File: config.mk
export PLATFORM = sky130hd
export DESIGN_NAME = bitclk_ratio_divider
export DESIGN_NICKNAME = d
export VERILOG_FILES = /design/src/rtl/bitclk_ratio_divider.sv
export SDC_FILE = /design/constraint.sdc
export NUM_CORES = 1
export LEC_CHECK = 0
export BUFFER_PORTS_ARGS = -buffer_cell sky130_fd_sc_hd__buf_2
export CORE_ASPECT_RATIO = 1.4
export CORE_MARGIN = 3
export CORE_UTILIZATION = 49
export CTS_BUF_LIST = sky130_fd_sc_hd__clkbuf_16
export DETAILED_ROUTE_END_ITERATION = 12
export PLACE_DENSITY = 0.76
export SYNTH_ARGS = -nofsm -noshare
export SYNTH_HDL_FRONTEND = slang
export SYNTH_SLANG_ARGS = --single-unit
File: constraint.sdc
create_clock -name Ref_Clk -period 2.1 [get_ports Ref_Clk]
set_input_delay 0.42 -clock Ref_Clk [delete_from_list [all_inputs] [get_ports Ref_Clk]]
set_output_delay 0.42 -clock Ref_Clk [all_outputs]
set_load 0.01 [all_outputs]
File: src/rtl/bitclk_ratio_divider.sv
// rtl/bitclk_ratio_divider.sv - programmable integer divider of the bit-rate clock
// Registered divided clock with ratio changes applied only at period boundaries.
module bitclk_ratio_divider #(
    parameter int RATIO_W = 8
) (
    input  logic               Ref_Clk,
    input  logic               rst,
    input  logic [RATIO_W-1:0] div_ratio,
    output logic               divided_clk,
    output logic               div_pulse,
    output logic [RATIO_W-1:0] active_ratio
);

    logic [RATIO_W-1:0] r_cnt;
    logic [RATIO_W-1:0] r_ratio;
    logic               r_restart;
    logic               r_clk;
    logic               r_pulse;

    logic [RATIO_W-1:0] w_eff;
    logic [RATIO_W:0]   w_high_time;
    logic [RATIO_W-1:0] w_cnt_next;
    logic               w_wrap;

    // Ratios 0 and 1 cannot produce a clock; they fold onto divide-by-2.
    assign w_eff       = (div_ratio < RATIO_W'(2)) ? RATIO_W'(2) : div_ratio;
    assign w_high_time = ({1'b0, r_ratio} + (RATIO_W+1)'(1)) >> 1;
    assign w_cnt_next  = r_cnt + RATIO_W'(1);
    assign w_wrap      = r_restart || (r_cnt == (r_ratio - RATIO_W'(1)));

    always_ff @(posedge Ref_Clk) begin
        if (rst) begin
            r_cnt     <= '0;
            r_ratio   <= w_eff;
            r_restart <= 1'b1;
            r_clk     <= 1'b0;
            r_pulse   <= 1'b0;
        end else if (w_wrap) begin
            r_cnt     <= '0;
            r_ratio   <= w_eff;
            r_restart <= 1'b0;
            r_clk     <= 1'b1;
            r_pulse   <= 1'b1;
        end else begin
            r_cnt     <= w_cnt_next;
            r_clk     <= ({1'b0, w_cnt_next} < w_high_time);
            r_pulse   <= 1'b0;
        end
    end

    assign divided_clk  = r_clk;
    assign div_pulse    = r_pulse;
    assign active_ratio = r_ratio;

endmodule

==> results.yml <==
grt:
  grt_antenna_before_repair: 0
  grt_max_degree: 12
  global_route.peak_usage_layer: "met2"
  grt_first_pass_wirelength_um: 4130
  groute.usage.overall_pct: 18.7
  overflow: 0
  grt.met2_usage_pct: 30.3
  met3_usage_pct: 4.44
  first_global_vias: 939
  grtUsageMet1_pct: 22.1
floorplanning:
  pin_count: 20
  core.rowCount: 20
  floorplan.initialDensity_pct: 53.4
  die_h_um: 64.6
  chipWidth_um: 47.9
  core-area_mm2: 0.00225
  fp.dieArea_mm2: 0.00309
route:
  num_vias: 1038
  antenna_left: 0
  post_drt_via_cell_ratio: 5.86
  drtIter0Drc: 33
  first_pass_iters: 4
  detail_route.wl_per_cell_um: 16.5
  routed_wl_um: 2920
  drc: 0
layout:
  area_growth_syn_to_layout_pct: 28.5
  layout.nets: 176
  post-route-util_pct: 68.6
  layout.filler_cells: 174
  antenna-diode-count: 0
  share_of_cells_above_drive_strength_1_pct: 35.5
synthesis:
  ys_ff_latch: 19
  synthCells: 126
  synth_fp_nets: 146
  synth_warnings: 0
  combined_area_of_all_synthesized_cells_mm2: 0.00120
  syn_area_per_cell_um2: 9.54
  share_of_the_yosys_chip_area_belonging_to_registers_pct: 38.3
  netlist-cell-type-count: 35
sta:
  finalCriticalPeriod_ns: 2.11
  max_slew.worst_pin.slew_ns: 0.317
  report.final.hold_viol_count: 0
  setup_viol: 9
  tns_ns: -0.0363
  grt_setup_unrepaired: "yes"
  worst_hold_slack_ns: 0.351
  timing.final.max_slew_violations: 0
  fin_worst_skew_ns: 0.00237
  period_share_pct: 100
  slew_headroom_pct: 78.6
  fin_ws_ns: -0.00550
  max_clock_freq_mhz: 475
cts:
  tritoncts_clock_tree: "yes"
  cts-htree-levels: 1
  clk_path_buf_depth: 2
  clk_pin_slew_worst_paths_ns: 0.05
  clkSinkCount: 19
  worst_skew_pair.late_latency_ns: 0.25
  cts_buffers: 3
  clk_root_buffer_cell: "clkbuf_16"
setup_path:
  family_with_the_most_delay_on_the_worst_path: "simple AND/OR/NAND/NOR gates"
  worst_path_largest_cell_delay_ns: 0.41
  critPathArrivalTime_ns: 2.06
  timing.critical_path.cells: "buf_6 -> inv_4 -> ha_2 -> xor2_1 -> o211ai_1 -> a211oi_2 -> and4_1 -> nand2b_4"
  end_kind: "flop"
  worst-endpoint-required_ns: 2.06
  cpMaxStageDelayCell: "edfxtp_1"
  crit_path_start_kind: "flop"
  path_class: "flop to flop"
  critical_path_peak_fanout: 8
  critPathBufInv: 2
flow_run:
  maxCapViolations: 0
pwr:
  leakagePower_nw: 0.697
  powerDensity_mw_per_mm2: 628
  ir_drop_uv: 633
run_status:
  violations: "negative setup slack"
  outcome: "finished, violations left"
placement:
  port_buffers: 19
  dpl_worst_slack_ns: -0.0361
  place_congestion: 0.846
  dp_hpwl_um: 2080
worst_hold_path:
  hp-class: "input pin to flop"
-- registers in the layout (all words and copies together), names as in the netlist --
register	flops
r_restart	1
active_ratio	8
r_cnt	8
divided_clk	1
div_pulse	1
-- per-stage QoR --
step | instances | cell area (µm²) | power, mW
6_report | 177 | 1550 | 0.971
5_1_grt | 177 | 1550 | 1.01
4_1_cts | 172 | 1460 | 0.955
3_5_place_dp | 166 | 1360 | 0.566
3_3_place_gp | 166 | 1360 | 0.563
2_1_floorplan | 126 | 1210 | 0.518
-- worst reg2reg max path, cell delays in order, from the launching register on --
cell and delay, ns:
edfxtp_1 0.41, buf_6 0.14, inv_4 0.05, ha_2 0.28, xor2_1 0.16, o211ai_1 0.13, a211oi_2 0.20, and4_1 0.25
nand2b_4 0.19
-- kinds of logic (layout without fill, tap and decap cells) --
group	after synthesis	count (layout)	synth area share [%]
AND/OR/NAND/NOR	48	48	20.0
XOR/XNOR	24	24	18.1
flip-flops	19	19	38.3
AO/OA/AOI/OAI	12	12	7.81
buffers and inverters	12	41	4.47
adder cells (fa/ha/maj)	11	11	11.3
-- synthesized netlist by cell type --
cell       count  area, µm²
a41oi_1        1       8.76
clkbuf_1       7       26.3
nand2b_1       2       12.5
a211o_1        1       8.76
nor2_1        13       48.8
edfxtp_1       8        240
and2b_1        1       7.51
and3_1         2       12.5
a21oi_1        3       15.0
and3b_1        1       8.76
xor2_2         1       16.3
a211oi_2       1       12.5
o21a_1         1       7.51
maj3_2         1       11.3
inv_1          3       11.3
buf_2          1       5.00
nor3_2         1       10.0
nand3_1       11       55.1
o211ai_1       1       7.51
o22ai_1        1       6.26
nor4_1         2       12.5
dfxtp_1       11        220
xor2_1        10       87.6
o311a_1        1       10.0
nand2_1       10       37.5
and4_1         1       8.76
nor3_1         1       5.00
o2bb2ai_1      1       8.76
and3_2         1       7.51
nand3b_1       1       7.51
a21o_2         1       8.76
buf_6          1       11.3
ha_1          10        125
nor2b_1        1       6.26
xnor2_1       13        114
-- layer usage --
layer,part of all wire (%),vias up
met1,39,493
met4,3.8,0
met3,5.4,13
met5,0,-
met2,51,41
li1,-,491
-- final timing paths --
path	from	endpoint	slack, ns	cells after the start
hold reg to reg	r_restart$_SDFFE_PP1P_	r_cnt[0]$_SDFF_PP0_	0.48	1
hold / removal	rst	r_restart$_SDFFE_PP1P_	0.35	1
setup reg to reg	active_ratio[0]$_SDFFCE_PN0P_	active_ratio[0]$_SDFFCE_PN0P_	-0.005	8
setup / recovery	active_ratio[0]$_SDFFCE_PN0P_	active_ratio[0]$_SDFFCE_PN0P_	-0.005	8
-- timing repair --
| item | 4_1_cts | 5_1_grt |
|---|---|---|
| endpoints found under the setup margin | 1 | 11 |
| pin swaps | 0 | 9 |
| setup buffers | 2 | 5 |
| hold endpoints to repair | 0 | 0 |
| hold buffers | 0 | 0 |
| gates resized for setup | 2 | 10 |
-- power breakdown --
group          switching (mW)  leakage (nW)  internal (mW)
Clock                   0.131        0.0409          0.255
Sequential             0.0204         0.171          0.404
Combinational          0.0817         0.485         0.0795
-- layout by cell type, fill, tap and decap left out, types with 2 or more instances in the layout --
cell type / n
xor2_1: 10
nor4_1: 2
xnor2_2: 2
xnor2_1: 11
inv_1: 2
ha_2: 2
a21oi_1: 2
buf_2: 19
clkbuf_16: 3
edfxtp_1: 8
nor3_4: 2
buf_4: 14
ha_1: 8
nand2_1: 10
nand3_1: 9
nand3_2: 2
dfxtp_1: 11
nor2_1: 13
-- final cells by class --
| cell class | count | area (µm²) | share of cell area [%] |
|---|---|---|---|
| Clock inverter | 1 | 5.00 | 0.324 |
| Clock buffer | 3 | 75.1 | 4.86 |
| Sequential cell | 19 | 460 | 29.8 |
| Inverter | 3 | 13.8 | 0.891 |
| Tap cell | 22 | 27.5 | 1.78 |
| Timing Repair Buffer | 34 | 211 | 13.7 |
| Multi-Input combinational cell | 95 | 752 | 48.7 |
Power figures use the tool's default switching activity.
